===== src/rtl/pulse_counter_tx.sv =====
// Pulse edge counter feeding the SPI master TX start/data inputs, with wrap/saturate limit.
// Optional input debounce filter enabled by defining PULSE_COUNTER_TX_DEBOUNCE_EN.
module pulse_counter_tx #(
    parameter int DATAWIDTH_BUS   = 8,
    parameter int STATE_SIZE      = 3,
    parameter int DEBOUNCE_CYCLES = 4
) (
    input  logic                     PULSE_COUNTER_TX_CLOCK_50,
    input  logic                     PULSE_COUNTER_TX_RESET_InHigh,
    input  logic                     PULSE_COUNTER_TX_COUNT_InHigh,
    input  logic                     PULSE_COUNTER_TX_masterBusy_InHigh,
    input  logic                     PULSE_COUNTER_TX_enable_InHigh,
    input  logic                     PULSE_COUNTER_TX_clear_InHigh,
    input  logic                     PULSE_COUNTER_TX_satMode_InHigh,
    input  logic [DATAWIDTH_BUS-1:0] PULSE_COUNTER_TX_limit_In,
    output logic                     PULSE_COUNTER_TX_start_Out,
    output logic [DATAWIDTH_BUS-1:0] PULSE_COUNTER_TX_data_Out,
    output logic                     PULSE_COUNTER_TX_wrap_Out,
    output logic                     PULSE_COUNTER_TX_sat_Out,
    output logic                     PULSE_COUNTER_TX_miss_Out
);

    if (DATAWIDTH_BUS < 2 || STATE_SIZE < 2 || DEBOUNCE_CYCLES < 1) begin : g_param_check
        $error("pulse_counter_tx: invalid parameter value");
    end

    typedef enum logic [STATE_SIZE-1:0] {
        IDLE  = 'd0,
        ARMED = 'd1,
        PEND  = 'd2,
        START = 'd3
    } state_t;

    state_t state;

    logic count_q1;
    logic count_q2;

`ifdef PULSE_COUNTER_TX_DEBOUNCE_EN
    localparam int DB_W = $clog2(DEBOUNCE_CYCLES) + 1;

    logic            count_sync;
    logic [DB_W-1:0] db_cnt;

    // q1 follows the synchronised input only after DEBOUNCE_CYCLES consecutive differing samples.
    always_ff @(posedge PULSE_COUNTER_TX_CLOCK_50) begin
        if (PULSE_COUNTER_TX_RESET_InHigh) begin
            count_sync <= 1'b0;
            count_q1   <= 1'b0;
            db_cnt     <= '0;
        end else begin
            count_sync <= PULSE_COUNTER_TX_COUNT_InHigh;
            if (count_sync == count_q1) begin
                db_cnt <= '0;
            end else if (db_cnt == DB_W'(DEBOUNCE_CYCLES - 1)) begin
                count_q1 <= count_sync;
                db_cnt   <= '0;
            end else begin
                db_cnt <= db_cnt + 1'b1;
            end
        end
    end
`else
    // NOTE: sequential state uses non-blocking assignments so every register samples pre-edge values.
    always_ff @(posedge PULSE_COUNTER_TX_CLOCK_50) begin
        if (PULSE_COUNTER_TX_RESET_InHigh) count_q1 <= 1'b0;
        else                               count_q1 <= PULSE_COUNTER_TX_COUNT_InHigh;
    end
`endif

    always_ff @(posedge PULSE_COUNTER_TX_CLOCK_50) begin
        if (PULSE_COUNTER_TX_RESET_InHigh) count_q2 <= 1'b0;
        else                               count_q2 <= count_q1;
    end

    logic                     edge_raw;
    logic                     cnt_edge;
    logic                     at_limit;
    logic                     start_edge;
    logic [DATAWIDTH_BUS-1:0] data_inc;

    // Clear wins over a coincident edge; a saturated count raises no further start requests.
    assign edge_raw   = count_q1 & ~count_q2 & PULSE_COUNTER_TX_enable_InHigh;
    assign cnt_edge   = edge_raw & ~PULSE_COUNTER_TX_clear_InHigh;
    assign at_limit   = (PULSE_COUNTER_TX_data_Out >= PULSE_COUNTER_TX_limit_In);
    assign start_edge = cnt_edge & ~(PULSE_COUNTER_TX_satMode_InHigh & at_limit);
    assign data_inc   = PULSE_COUNTER_TX_data_Out + 1'b1;

    always_ff @(posedge PULSE_COUNTER_TX_CLOCK_50) begin
        if (PULSE_COUNTER_TX_RESET_InHigh) begin
            PULSE_COUNTER_TX_data_Out <= '0;
            PULSE_COUNTER_TX_wrap_Out <= 1'b0;
            PULSE_COUNTER_TX_sat_Out  <= 1'b0;
        end else begin
            PULSE_COUNTER_TX_wrap_Out <= 1'b0;
            if (PULSE_COUNTER_TX_clear_InHigh) begin
                PULSE_COUNTER_TX_data_Out <= '0;
                PULSE_COUNTER_TX_sat_Out  <= 1'b0;
            end else if (cnt_edge) begin
                if (!at_limit) begin
                    PULSE_COUNTER_TX_data_Out <= data_inc;
                    if (PULSE_COUNTER_TX_satMode_InHigh && data_inc == PULSE_COUNTER_TX_limit_In)
                        PULSE_COUNTER_TX_sat_Out <= 1'b1;
                end else if (PULSE_COUNTER_TX_satMode_InHigh) begin
                    PULSE_COUNTER_TX_data_Out <= PULSE_COUNTER_TX_limit_In;
                    PULSE_COUNTER_TX_sat_Out  <= 1'b1;
                end else begin
                    PULSE_COUNTER_TX_data_Out <= '0;
                    PULSE_COUNTER_TX_wrap_Out <= 1'b1;
                end
            end
        end
    end

    always_ff @(posedge PULSE_COUNTER_TX_CLOCK_50) begin
        if (PULSE_COUNTER_TX_RESET_InHigh) begin
            state                      <= IDLE;
            PULSE_COUNTER_TX_start_Out <= 1'b0;
            PULSE_COUNTER_TX_miss_Out  <= 1'b0;
        end else begin
            PULSE_COUNTER_TX_start_Out <= 1'b0;
            if (PULSE_COUNTER_TX_clear_InHigh) PULSE_COUNTER_TX_miss_Out <= 1'b0;

            if (!PULSE_COUNTER_TX_enable_InHigh) begin
                state <= IDLE;
            end else begin
                case (state)
                    IDLE: state <= ARMED;
                    ARMED: begin
                        if (start_edge) begin
                            if (PULSE_COUNTER_TX_masterBusy_InHigh) begin
                                state <= PEND;
                            end else begin
                                state                      <= START;
                                PULSE_COUNTER_TX_start_Out <= 1'b1;
                            end
                        end
                    end
                    PEND: begin
                        if (start_edge) PULSE_COUNTER_TX_miss_Out <= 1'b1;
                        if (!PULSE_COUNTER_TX_masterBusy_InHigh) begin
                            state                      <= START;
                            PULSE_COUNTER_TX_start_Out <= 1'b1;
                        end
                    end
                    START: begin
                        if (start_edge && PULSE_COUNTER_TX_masterBusy_InHigh) begin
                            state <= PEND;
                        end else if (start_edge) begin
                            state                      <= START;
                            PULSE_COUNTER_TX_start_Out <= 1'b1;
                        end else begin
                            state <= ARMED;
                        end
                    end
                    default: state <= IDLE;
                endcase
            end
        end
    end

endmodule


===== config.mk =====
export PLATFORM = sky130hd
export DESIGN_NAME = pulse_counter_tx
export DESIGN_NICKNAME = d
export VERILOG_FILES = /design/src/rtl/pulse_counter_tx.sv
export SDC_FILE = /design/constraint.sdc
export NUM_CORES = 1
export LEC_CHECK = 0
export ABC_AREA = 1
export BUFFER_PORTS_ARGS = -buffer_cell sky130_fd_sc_hd__buf_4
export CAP_MARGIN = 10
export CORE_MARGIN = 2
export CORE_UTILIZATION = 57
export DETAILED_ROUTE_END_ITERATION = 6
export PLACE_DENSITY = 0.91
export SYNTH_ARGS = -nofsm -noshare
export SYNTH_HDL_FRONTEND = slang
export SYNTH_SLANG_ARGS = --single-unit
export TNS_END_PERCENT = 20

===== constraint.sdc =====
create_clock -name PULSE_COUNTER_TX_CLOCK_50 -period 3.5 [get_ports PULSE_COUNTER_TX_CLOCK_50]
set_input_delay 0.35 -clock PULSE_COUNTER_TX_CLOCK_50 [delete_from_list [all_inputs] [get_ports PULSE_COUNTER_TX_CLOCK_50]]
set_output_delay 0.35 -clock PULSE_COUNTER_TX_CLOCK_50 [all_outputs]
set_load 0.03 [all_outputs]

Yosys cells after proc, flatten, opt, wreduce, memory -nomap -nowiden

Index checks and enable logic that the tools add are counted.

$add $sub $neg: 1
Order comparisons: 1
Equal/unequal tests: 7
Multiplexer cells: 21
Bitwise logic cells: 11
Reductions and logical operators: 9

Operator list:

| operator                                                         | number |
|---|---|
| 8-bit 2-to-1 mux                                                 | 2 |
| 1-bit 2-to-1 mux                                                 | 13 |
| 3-bit case mux with 4 select lines                               | 1 |
| 8-bit by 1-bit adder with 8-bit output (second input constant)   | 1 |
| 8-bit == test                                                    | 1 |
| 8-bit greater-or-equal comparator                                | 1 |
| 3-bit by 2-bit == test with 1-bit output (second input constant) | 2 |
| 3-bit 2-to-1 mux                                                 | 2 |
| 2-bit inequality test (second input constant)                    | 3 |
| 1-bit NOT                                                        | 6 |
| 1-bit AND                                                        | 5 |
| 2-bit 2-to-1 mux                                                 | 2 |
| 2-bit OR reduction                                               | 2 |
| 4-bit OR reduction                                               | 1 |
| 3-bit by 1-bit == test with 1-bit output (second input constant) | 1 |
| 3-bit zero test                                                  | 1 |
| 1-bit case mux with 3 select lines                               | 1 |
| 3-bit AND reduction                                              | 1 |
| 1-bit logical AND                                                | 2 |
| 2-bit AND reduction                                              | 1 |
| 2-bit nonzero test                                               | 1 |

Register bits after elaboration: 17
Output and inout bits: 12
Logic and storage cells: 58

Longest topological paths before layout

Gate-level depths: netlist of run 1.

Depth in word-level cells: 8
Gate-level depth with buffers: 15
Gate-level depth less buffers: 15

Worst setup path after synthesis of run 1

Ideal clock, no wire load.

Path type: register -> register
Start point: register PULSE_COUNTER_TX_data_Out[2]
End point: register PULSE_COUNTER_TX_data_Out[0]
Data arrival time: 1,656 ps
Data required time: 3,391 ps
Slack: 1,735 ps
Stages on the path, launching flop included: 14
Clock period less this slack: 1,765 ps
Cell sequence: dfxtp_1 ha_1 nand2_1 inv_1 nand2_1 nand2_1 nand2_1 nand3_1 nand2_1 inv_2 nand2_1 nand3_1 nand2_1 inv_1

Longest elaborated chain between the ends: 2

RTL lines:

| item                              | line | text |
|---|---|---|
| from (decl)                       | 17   | `output logic [DATAWIDTH_BUS-1:0] PULSE_COUNTER_TX_data_Out,` |
| from (signal assigned)            | 101  | `PULSE_COUNTER_TX_data_Out <= data_inc;` |
| from (signal assigned)            | 105  | `PULSE_COUNTER_TX_data_Out <= PULSE_COUNTER_TX_limit_In;` |
| 8-bit greater-or-equal comparator | 85   | `assign at_limit = (PULSE_COUNTER_TX_data_Out >= PULSE_COUNTER_TX_limit_In);` |
| 8-bit 2-to-1 mux                  | 100  | `if (!at_limit) begin` |

Every way passes these cells.
A chain may end at the register's enable or synchronous reset.

Worst setup path after layout of run 1

Start point: register PULSE_COUNTER_TX_data_Out[2]
End point: register PULSE_COUNTER_TX_data_Out[6]

Longest elaborated chain between the ends: 2

RTL lines:

| item                                                                                               | line |
|---|---|
| 8-bit by 1-bit adder with 8-bit output / 8-bit greater-or-equal comparator (equally long branches) | 87, 85 |
| 8-bit 2-to-1 mux (*)                                                                               | 100 |

Mark *: on every way between the ends. The rest lies on a longest branch, timed or not.

==> impl_summary.md, run 1 <==
Yosys
Counting distinct cell types in the post-synthesis netlist gives 18. The register bit count reported by yosys is 16. The number of nets in the synthesized netlist is 224. The gate count after technology mapping is 200. The Yosys step of the flow raised 0 warnings.

Sequential cells were found to cover approximately 27% of the synthesized design area. The area of the mapped netlist is 0.00119 mm^2. The average size of a mapped cell is between 5 and 6 um^2.

CTS
The maximum buffer depth of the clock tree is 2. The clock transition at the registers of the reported paths is ~100 ps. TritonCTS built the clock tree.

Counting the buffers created by CTS gives 3. Once the clock tree was built, the setup fixing pass inserted 0 buffers. The count of clock tree sinks is 16. The root cell of the clock tree is clkbuf_4.

The number of buffers added to fix hold violations after cts is 0. CTS built an H-tree with a depth of 1. For the worst-skew pair, the clock arrives at the later sink with an insertion delay of just under 300 ps. The number of instances resized during post-cts repair is 0.

Power and ir drop
The share of power burned in the clock network is ~29%. The switching power of the nets is 0.0000992 W. For this design the ratio of total power to cell area is ~240 mW/mm^2. For this design the static power due to leakage is just under 0.8 nW. The share of total power in combinational logic is about 17%. Cell internal power was estimated by the tool at 0.000251 W.

Net switching is roughly 28% of the power. The peak ir drop on the vdd network is between 0.0002 and 0.0003 V. Sequential cells burn around 54% of the power. Power comes to 0.000350 W.

STA
The setup clock skew after layout is between 0.3 and 0.4 ps. Summed over all failing endpoints, the final setup total negative slack is 0 ps. The relative max-transition margin is a little under three fifths. Based on the critical path, the design can be clocked at up to around 520 MHz. The total count of max-transition violations in the final report is 0.

The slew of the pin with the lowest slew margin is 641 ps. For the finished layout, the period the worst path requires is 1910 ps. The final-report setup violation count is 0. The hold violation total from the final report is 0.

The worst path uses between 50% and 60% of the clock period. Across all setup checks in the final design, the least slack found is ~1600 ps. Setup repair after global routing left no endpoint under its margin.

Floorplanning
From left edge to right edge, the die measures about 50 um. The initial utilization of the core area, before any placement, comes to between 60% and 70%. The die height is about 50 um.

The die footprint is around 0.0025 mm^2. The core outline area is approximately 0.002 mm^2. The row count is 16. The I/O pin total is 27.

Hold path
The tightest min-delay check is of the primary input to flip-flop type.

Drt
The number of nets with antenna violations after routing is 0. For this run, the detailed router's first-pass iteration total came to 4. The number of DRC markers after the initial detailed-route iteration is 46.

Summed over all layers, the routed wires come to 3.05 mm. In the routed design, unresolved DRC markers number 0. The routed layout has 1330 vias. The mean routed wirelength per cell is 11.9 um. Dividing the detail-routed via count by the number of cells gives approximately 5.2.

Setup path
The required time of the critical path is ~3700 ps. At the worst endpoint, the arrival time is roughly 2100 ps. The category of the most critical setup path is flip-flop to flip-flop.

STA classifies the critical path startpoint as a flip-flop. The maximum net fanout on the critical path is 9. The endpoint type of the worst setup path is a flip-flop. The worst register-to-register path has a setup slack of 1590 ps.

Layout
At the end of the flow, the number of nets in the layout was ~260. The post-route netlist has between 10% and 20% of its cells at a drive strength greater than 1. The number of diodes added for antenna fixing is 0.

The area growth from synthesis to layout is 21.0%. The filler cell count is between 150 and 200.

GRT
The number of global-route vias before repair is ~1200. The global routing met2 resource utilization is between 40% and 50%. The first-pass GRT wire length is between 5 and 6 mm. Entering global routing, the biggest net connects 11 pins. The layer flagged by global routing as most heavily used is met2.

The global-route met1 utilization is 31.3%. The total routing resource utilization after global routing is about 27%. The initial antenna violation count is 0. For this run the aggregate overflow at the end of global routing stands at 0. The met3 track demand over resource in global routing is between 4 and 5%.

Placed design
The placer congestion estimate is around 0.94. The worst slack at placement is between 1500 and 2000 ps. The HPWL reported at the end of detailed placement is between 2 and 2.5 mm. In this run the tool buffered the top-level ports with 26 buffer cells.

Status
The flow ran to the end, and the final reports show no timing, DRC or antenna violations.

Run
Max-cap violations in this run came to 0.
-- worst paths after layout --
path,start,to,depth (start not counted)
min,PULSE_COUNTER_TX_masterBusy_InHigh,PULSE_COUNTER_TX_start_Out,2
max reg2reg,PULSE_COUNTER_TX_data_Out[2],PULSE_COUNTER_TX_data_Out[6],13
max,PULSE_COUNTER_TX_data_Out[2],PULSE_COUNTER_TX_data_Out[6],13
min reg2reg,PULSE_COUNTER_TX_sat_Out,PULSE_COUNTER_TX_sat_Out,2
-- through the flow --
step | instances | util [%] | cell area, um^2 | hold WS (ps)
6_report | 256 | 73.7 | 1450 | 207
5_1_grt | 256 | 73.7 | 1450 | 212
4_1_cts | 256 | 73.7 | 1450 | 208
3_5_place_dp | 253 | 72.6 | 1420 | 449
3_3_place_gp | 253 | 72.6 | 1420 | 444
2_1_floorplan | 200 | - | 1190 | 421
-- layout make-up --
cell class                 instances  area (um^2)  share of cell area (%)
clock buffer                       3         22.5                    1.56
inverter                          38          143                    9.86
multi-input combinational        146          732                    50.6
sequential                        16          320                    22.1
tap                               27         33.8                    2.34
timing repair buffer              26          195                    13.5
-- critical path: stages (launching register included) --
cell and delay, ps:
dfxtp_1 550, ha_1 300, nand2_1 70, inv_1 50, nand2_1 60, nand2_1 40
nand2_1 50, nand3_1 100, nand2_1 180, inv_2 120, nand2_1 70, nand3_1 70
nand2_1 120, inv_1 40
-- cell usage in the layout, fill, tap and decap left out, types with 2 or more instances in the layout --
cell      instances
nor2_1           21
nand4_1           2
nor2_2            2
dfxtp_1          16
ha_1              9
nand2_1          62
a21oi_1          11
nand3_1          30
nand3b_1          2
inv_1            35
buf_4            26
clkbuf_4          3
inv_2             3
-- kinds of logic after synthesis --
| logic type | count (synthesis) | share of synthesized area (%) |
|---|---|---|
| AND/OR/NAND/NOR | 121 | 44.3 |
| flip-flops | 16 | 26.8 |
| buffers and inverters | 38 | 11.9 |
| XOR/XNOR | 1 | 0.733 |
| AO/OA/AOI/OAI | 15 | 6.81 |
| adder cells (fa/ha/maj) | 9 | 9.42 |
-- state kept, by name, indices dropped and copies added, names as in the netlist --
signal and cells:
PULSE_COUNTER_TX_data_Out 8, state 2, PULSE_COUNTER_TX_miss_Out 1, PULSE_COUNTER_TX_sat_Out 1, PULSE_COUNTER_TX_start_Out 1, PULSE_COUNTER_TX_wrap_Out 1, count_q1 1, count_q2 1
-- power groups by stage --
stage                logic, W  clock network [W]  registers (W)
CTS                 0.0000592           0.000101       0.000189
finish              0.0000596           0.000101       0.000189
global placement    0.0000564                  0       0.000193
global route        0.0000673           0.000109       0.000190
floorplan           0.0000307                  0       0.000195
detailed placement  0.0000590                  0       0.000193
-- cell usage after synthesis --
master    instances  area, um^2
a21o_1            1        7.51
a21oi_1          11        55.1
a21oi_2           1        8.76
dfxtp_1          16         320
ha_1              9         113
inv_1            35         131
inv_2             3        11.3
nand2_1          62         233
nand2_2           1        6.26
nand3_1          30         150
nand3b_1          2        15.0
nand4_1           2        12.5
nor2_1           21        78.8
nor2_2            2        12.5
nor4_4            1        21.3
o21ai_0           1        5.00
o21ai_1           1        5.00
xnor2_1           1        8.76
-- layer usage --
metal	vias to the layer above	wire length (um)
li1	686	-
met2	50	1500
met3	9	198
met5	-	0
met1	585	1290
met4	0	59
No activity file was read; power rests on OpenSTA's default activity.
==> run 2: changes to the inputs <==
--- a/config.mk
+++ b/config.mk
@@ -9,9 +9,9 @@
 export BUFFER_PORTS_ARGS = -buffer_cell sky130_fd_sc_hd__buf_4
 export CAP_MARGIN = 10
 export CORE_MARGIN = 2
-export CORE_UTILIZATION = 57
+export CORE_UTILIZATION = 48
 export DETAILED_ROUTE_END_ITERATION = 6
-export PLACE_DENSITY = 0.91
+export PLACE_DENSITY = 0.82
 export SYNTH_ARGS = -nofsm -noshare
 export SYNTH_HDL_FRONTEND = slang
 export SYNTH_SLANG_ARGS = --single-unit
==> constraint.sdc (replaced) <==
create_clock -name PULSE_COUNTER_TX_CLOCK_50 -period 1.7 [get_ports PULSE_COUNTER_TX_CLOCK_50]
set_input_delay 0.17 -clock PULSE_COUNTER_TX_CLOCK_50 [delete_from_list [all_inputs] [get_ports PULSE_COUNTER_TX_CLOCK_50]]
set_output_delay 0.17 -clock PULSE_COUNTER_TX_CLOCK_50 [all_outputs]
set_load 0.03 [all_outputs]
==> run 2 against run 1 <==
Worst setup slack lost 1500 ps. Sequential power grew 100%. Maximum frequency grew 17%. Global-route usage shrank 4.0 points. Sequential share of layout area shrank 1.9 points. Via count grew 2.6%. Flip-flop and latch count is the same. Design area grew 13%. Highest routed layer unchanged.
==> impl_summary.md, run 2 (synthesis gave the netlist of run 1 again) <==
Status
The flow ran to the end, and the final reports show no timing, DRC or antenna violations.

Layout
The largest registers in the layout are PULSE_COUNTER_TX_data_Out: 8 flops, state: 2 flops. The library cells used most frequently in the layout, excluding fill and tap cells, are nand2_1 (60), buf_4 (38), inv_1 (34). More flip-flops sit in one register than any other, and that register is PULSE_COUNTER_TX_data_Out. The leading cell type in the layout, fill and taps excluded is nand2_1. The flip-flop count of the largest register after layout is 8 (unchanged). Relative to the synthesized area, the layout overhead comes to 37.2%. The final standard cell count with taps included and fillers excluded is 272 (+6.3%). The net count reported at finish was 267 (+4.7%). The fraction of layout instances using a drive strength above 1 is 27.7% (+12 points).

The number of diodes added for antenna fixing is 0 (unchanged).

Setup path
The maximum net fanout on the critical path is 3 (-6). The worst setup path is captured at a flip-flop. The largest incremental delay on the critical path was 340 ps (-210 ps). The data arrival time of the critical path is 1880 ps (-230 ps). The most numerous cell type found on the critical path is nand2_1.

Among all stages on the critical path, the largest delay is contributed by dfxtp_2. The category of the most critical setup path is flip-flop to flip-flop. The required time of the critical path is 1940 ps (-1760 ps). The kind of start point of the critical path is a flip-flop. Traced cell by cell, the critical path runs through ha_1 -> a21oi_1 -> nand2_1 -> nand2_2 -> nand3_4 -> nand2_4 -> nand2_1 -> nand2_1 -> nand3b_1 -> nor2_1.

Drt
The via density per instance was 5.02 (-3.4%). The number of vias after detailed routing is 1365 (+2.6%). The number of remaining DRC errors came to 0 (unchanged). The number of nets with antenna violations after routing came to 0 (unchanged). The mean routed wirelength per cell is 12.0 um (+0.56%). The final wirelength is 3.26 mm (+6.9%). The number of DRC markers after the initial detailed-route iteration is 49 (+6.5%).

The number of search-and-repair iterations in the first detailed-routing pass came to 4 (unchanged).

Floorplanning
The I/O pin total is 27 (unchanged). The starting density of the core is 49.6% (-11 points). The overall die width is 53.9 um (+8.3%).

The row count is 18 (+2). The die footprint was 0.00290 mm^2 (+17%). The die height is 53.9 um (+8.3%).

The core outline area came to 0.00241 mm^2 (+23%).

STA
The achievable frequency is 610 MHz (+17%). The hold violation total from the final report is 0 (unchanged). The slew of the pin with the lowest slew margin is 368 ps (-272 ps). The setup clock skew after layout is 12.9 ps (+12.6 ps). The minimum period implied by the final worst setup slack came to 1640 ps (-275 ps). The total count of max-transition violations in the final report came to 0 (unchanged).

The final-report setup violation count is 0 (unchanged). The final critical-path share of the clock period is 96.4% (+42 points). The total negative slack was 0 ps (unchanged). The relative max-transition margin is 75.3% (+18 points).

Placed design
The HPWL reported at the end of detailed placement is 2.24 mm (-4.7%). The instance count after placement with tap cells included is 266 (+5.1%). The placer congestion estimate is 0.880 (-6.1%). The number of buffers inserted by port buffering is 26 (unchanged).

CTS
The CTS H-tree depth is 1 (unchanged). The maximum buffer depth of the clock tree came to 2 (unchanged). The number of buffers added to fix hold violations after cts is 0 (unchanged). The tree is rooted in a clkbuf_4.

The number of buffers created by CTS came to 3 (unchanged). The count of clock tree sinks is 16 (unchanged). TritonCTS built the clock tree. The latest clock arrival within the worst-skew pair is 300 ps (about the same).

The clock transition at the registers of the reported paths was 110 ps (about the same).

Power and ir drop
The static leakage is 0.865 nW (+12%). The total design power is 0.000795 W (+130%). The peak ir drop on the vdd network is 0.000588 V (+130%). The total power per unit cell area was 485 mW/mm^2 (+100%).

GRT
The total routing resource utilization after global routing is 23.1% (-4.0 points). The overflow left after global routing is 0 (unchanged). The number of global-route vias before repair is 1167 (-4.7%). The initial antenna violation count is 0 (unchanged). The maximum number of pins on one net before global-route repair is 10 (-1). The first-pass GRT wire length is 4.82 mm (-5.4%).

Run
The total of max-cap violations is 0 (unchanged).

Hold path
The worst hold path belongs to the class primary input to flip-flop.
## run 2: cell types whose count changed in the layout (fill, tap and decap cells not counted), sizes merged
cell,delta
buf,+12
clkbuf,+1
## run 2: timing repair
action                     CTS  global route
setup endpoints to repair    0            13
setup buffers                0             2
gates resized for setup      0            17
## run 2: cell type report
class	count	area (um^2)
inverters	38	148
fillers	218	771
well taps	30	37.5
repair buffers	38	285
clock buffers	4	36.3
flip-flops and latches	16	332
multi-input cells	146	801
## run 2: worst max-delay path: cells and delay by family (launching register included)
family	cells	cell delay [ps]
AOI/OAI and AO/OA	1	190
adders and majority gates	1	290
DFF	1	340
and+or+nand+nor	8	750
## run 2: stage by stage
| stage | hold WS, ps | util (%) | worst slack, ps | cell area, um^2 |
|---|---|---|---|---|
| floorplan | 241 | - | 13.2 | 1200 |
| global placement | 337 | 62.6 | 102 | 1510 |
| detailed placement | 340 | 62.6 | 62.5 | 1510 |
| CTS | 23.9 | 64.1 | 59.3 | 1550 |
| global route | 11.0 | 68.0 | -60.6 | 1640 |
| finish | 26.4 | 68.0 | 61.8 | 1640 |
## run 2: power by group
group          leakage, nW  switching (W)  internal, W
registers            0.134     0.00000551     0.000381
clock network       0.0210       0.000136     0.000131
logic                0.711      0.0000805    0.0000617
## run 2: worst paths after layout
path | from | endpoint | slack [ps] | depth (start not counted)
setup / recovery | PULSE_COUNTER_TX_data_Out[3] | PULSE_COUNTER_TX_start_Out | 60 | 10
setup reg to reg | PULSE_COUNTER_TX_data_Out[3] | PULSE_COUNTER_TX_start_Out | 60 | 10
hold reg to reg | PULSE_COUNTER_TX_sat_Out | PULSE_COUNTER_TX_sat_Out | 460 | 2
hold / removal | PULSE_COUNTER_TX_masterBusy_InHigh | PULSE_COUNTER_TX_start_Out | 30 | 2
## run 2: layer usage
metal  routed length, um  global-route usage (%)  part of all wire (%)  up-vias
li1                    -                       -                     -      713
met1                1400                    28.9                    43      590
met2                1580                    40.7                    48       50
met3                 217                    5.83                   6.7       12
met4                  65                    2.99                   2.0        0
met5                   0                       0                     0        -
==> run 3: changes to the inputs <==
--- a/config.mk
+++ b/config.mk
@@ -11,7 +11,10 @@
 export CORE_MARGIN = 2
 export CORE_UTILIZATION = 48
 export DETAILED_ROUTE_END_ITERATION = 6
+export GPL_TIMING_DRIVEN = 0
 export PLACE_DENSITY = 0.82
+export SETUP_SLACK_MARGIN = 0.5
+export SKIP_CTS_REPAIR_TIMING = 1
 export SYNTH_ARGS = -nofsm -noshare
 export SYNTH_HDL_FRONTEND = slang
 export SYNTH_SLANG_ARGS = --single-unit
==> run 3 against run 2 <==
Clock skew decreased by 11 ps. Combinational power increased by 16%. Routed wire length increased by 5.7%. Clock power increased by 6%. Highest routed layer unchanged. Via count increased by 3.3%. Sequential power decreased by 2%. Hold slack got worse by 19 ps. Count of clock-buffer cells in the layout unchanged. Flip-flop and latch count unchanged. Design area increased by 12%.
==> impl_summary.md, run 3 (synthesis gave the netlist of run 1 again) <==
Floorplanning
The core outline area is 0.00241 mm^2 (unchanged). The die footprint is 0.00290 mm^2 (unchanged). The I/O pin total is 27 (unchanged).

The overall die width came to 53.9 um (unchanged). The row count is 18 (unchanged). The starting density of the core is 49.6% (unchanged). The die height was 53.9 um (unchanged).

Power and ir drop
The static leakage was 0.912 nW (+5.3%). The total power per unit cell area is 451 mW/mm^2 (-7.0%). The total design power is 0.000825 W (+3.7%). The peak ir drop on the vdd network is 0.000394 V (-33%).

Layout
The number of diodes added for antenna fixing is 0 (unchanged). The register containing the most flip-flops in the final layout is PULSE_COUNTER_TX_data_Out. The library cell used most frequently in the layout, excluding fill and tap cells, is nand2_1. The fraction of layout instances using a drive strength above 1 came to 35.7% (+8.1 points). The area growth from synthesis to layout is 53.0%. The filler cell count is 171 (-22%).

The flip-flop count of the largest register after layout is 8 (unchanged). The net count reported at finish was 274 (+2.6%). In the layout the commonest cells are nand2_1 (55), buf_4 (45), inv_1 (34). The final standard cell count with taps included and fillers excluded was 279 (+2.6%).

The largest registers in the layout are PULSE_COUNTER_TX_data_Out: 8 flops, state: 2 flops.

STA
Setup repair after global routing could not meet its margin everywhere. The hold violation total from the final report is 0 (unchanged). The worst hold margin is 7.41 ps (-19.0 ps). The relative max-transition margin is 80.4% (+5.2 points). The final-report setup violation count was 0 (unchanged). The total negative slack is 0 ps (unchanged). The total count of max-transition violations in the final report is 0 (unchanged). The final critical-path share of the clock period is 93.7% (-2.7 points). The setup slack of the critical path after layout is 107 ps (+45.5 ps).

The achievable frequency was 628 MHz (+2.9%). The setup clock skew after layout was 2.21 ps (-10.7 ps). The minimum period implied by the final worst setup slack is 1590 ps (-45.5 ps).

The slew of the pin with the lowest slew margin is 294 ps (-74.8 ps).

GRT
The number of global-route vias before repair is 1110 (-4.9%). The maximum number of pins on one net before global-route repair came to 11 (+1). The overflow left after global routing is 0 (unchanged). The first-pass GRT wire length is 4.52 mm (-6.2%).

The initial antenna violation count is 0 (unchanged). The total routing resource utilization after global routing is 21.5% (-1.6 points).

Setup path
The number of buffers and inverters on the critical path is 0 (unchanged). The required time of the critical path was 1910 ps (-30 ps). The worst-path cell with the longest stage delay is dfxtp_4. The largest delay contributor family on the critical path is simple AND/OR/NAND/NOR gates. The largest incremental delay on the critical path was 380 ps (+40 ps).

The maximum net fanout on the critical path is 5 (+2). STA classifies the critical path endpoint as a flip-flop. The category of the most critical setup path is flip-flop to flip-flop. The kind of start point of the critical path is a flip-flop. The data arrival time of the critical path was 1800 ps (-80 ps). The critical path goes through ha_4 -> nand2_4 -> nor2_4 -> nand4_1 -> nand3_4 -> nand2_4 -> nand2_2 -> nand2_2 -> nand3b_1 -> nor2_1.

CTS
The latest clock arrival within the worst-skew pair came to 300 ps (about the same). The clock tree from TritonCTS is built. The CTS H-tree depth is 1 (unchanged). The root cell of the clock tree is clkbuf_4.

The clock transition at the registers of the reported paths is 120 ps (about the same). The maximum buffer depth of the clock tree is 2 (unchanged). The count of clock tree sinks is 16 (unchanged). The number of buffers created by CTS is 3 (unchanged).

Drt
The number of nets with antenna violations after routing is 0 (unchanged). The final wirelength is 3.45 mm (+5.7%). The number of DRC markers after the initial detailed-route iteration is 33 (-33%). The number of vias after detailed routing is 1410 (+3.3%). The number of search-and-repair iterations in the first detailed-routing pass is 5 (+1). The number of remaining DRC errors is 0 (unchanged). The mean routed wirelength per cell is 12.4 um (+3.1%). The via density per instance is 5.05 (+0.71%).

Status
The flow ran to the end, and the final reports show no timing, DRC or antenna violations.

Placed design
The HPWL reported at the end of detailed placement is 2.11 mm (-6.0%). The number of buffers inserted by port buffering is 26 (unchanged). The instance count after placement with tap cells included was 256 (-3.8%). The worst slack at placement is 50.0 ps (-12.5 ps). The placer congestion estimate is 0.846 (-3.8%).

Run
The total of max-cap violations is 0 (unchanged).

Hold path
The worst hold-check path type is primary input to flip-flop.
==> run 3: cell count changes in the layout (fill, tap and decap cells not counted), moves of 2 or more <==
cell / delta
buf_4: +7
dfxtp_2: -6
dfxtp_4: +7
ha_1: -6
ha_4: +6
nand2_1: -5
nand2_2: +3
nand2_4: +2
nor2_1: -2
==> run 3: per-layer routing <==
layer | global-route usage, % | share of wire [%] | routed length (um) | vias up
met5 | 0 | 0 | 0 | -
met4 | 5.56 | 1.4 | 48 | 0
met3 | 3.33 | 4.4 | 151 | 8
met2 | 34.8 | 50 | 1720 | 41
met1 | 29.7 | 44 | 1520 | 634
li1 | - | - | - | 727
==> run 3: worst paths after layout <==
path                                       from                         end  depth (start not counted)  slack, ps
min          PULSE_COUNTER_TX_masterBusy_InHigh  PULSE_COUNTER_TX_start_Out                          2          7
max reg2reg        PULSE_COUNTER_TX_data_Out[5]  PULSE_COUNTER_TX_start_Out                         10        110
max                PULSE_COUNTER_TX_data_Out[5]  PULSE_COUNTER_TX_start_Out                         10        110
min reg2reg            PULSE_COUNTER_TX_sat_Out    PULSE_COUNTER_TX_sat_Out                          2        480
==> run 3: area by class of cell <==
type                            instances  area (um^2)  share of cell area (%)
Clock buffer                            4         36.3                    1.98
Inverter                               38          153                    8.35
Multi-Input combinational cell        146          913                    50.0
Sequential cell                        16          350                    19.2
Tap cell                               30         37.5                    2.05
Timing Repair Buffer                   45          338                    18.5
==> run 3: power by group <==
group          switching [W]  internal [W]
combinational      0.0000903     0.0000743
sequential        0.00000730      0.000371
clock               0.000151      0.000131
total               0.000249      0.000576
==> run 3: per-stage QoR <==
step | cell area [um^2] | utilization [%]
detailed placement | 1530 | 63.4
global placement | 1530 | 63.4
finish | 1830 | 75.9
CTS | 1570 | 65.0
global route | 1830 | 75.9
floorplan | 1300 | -
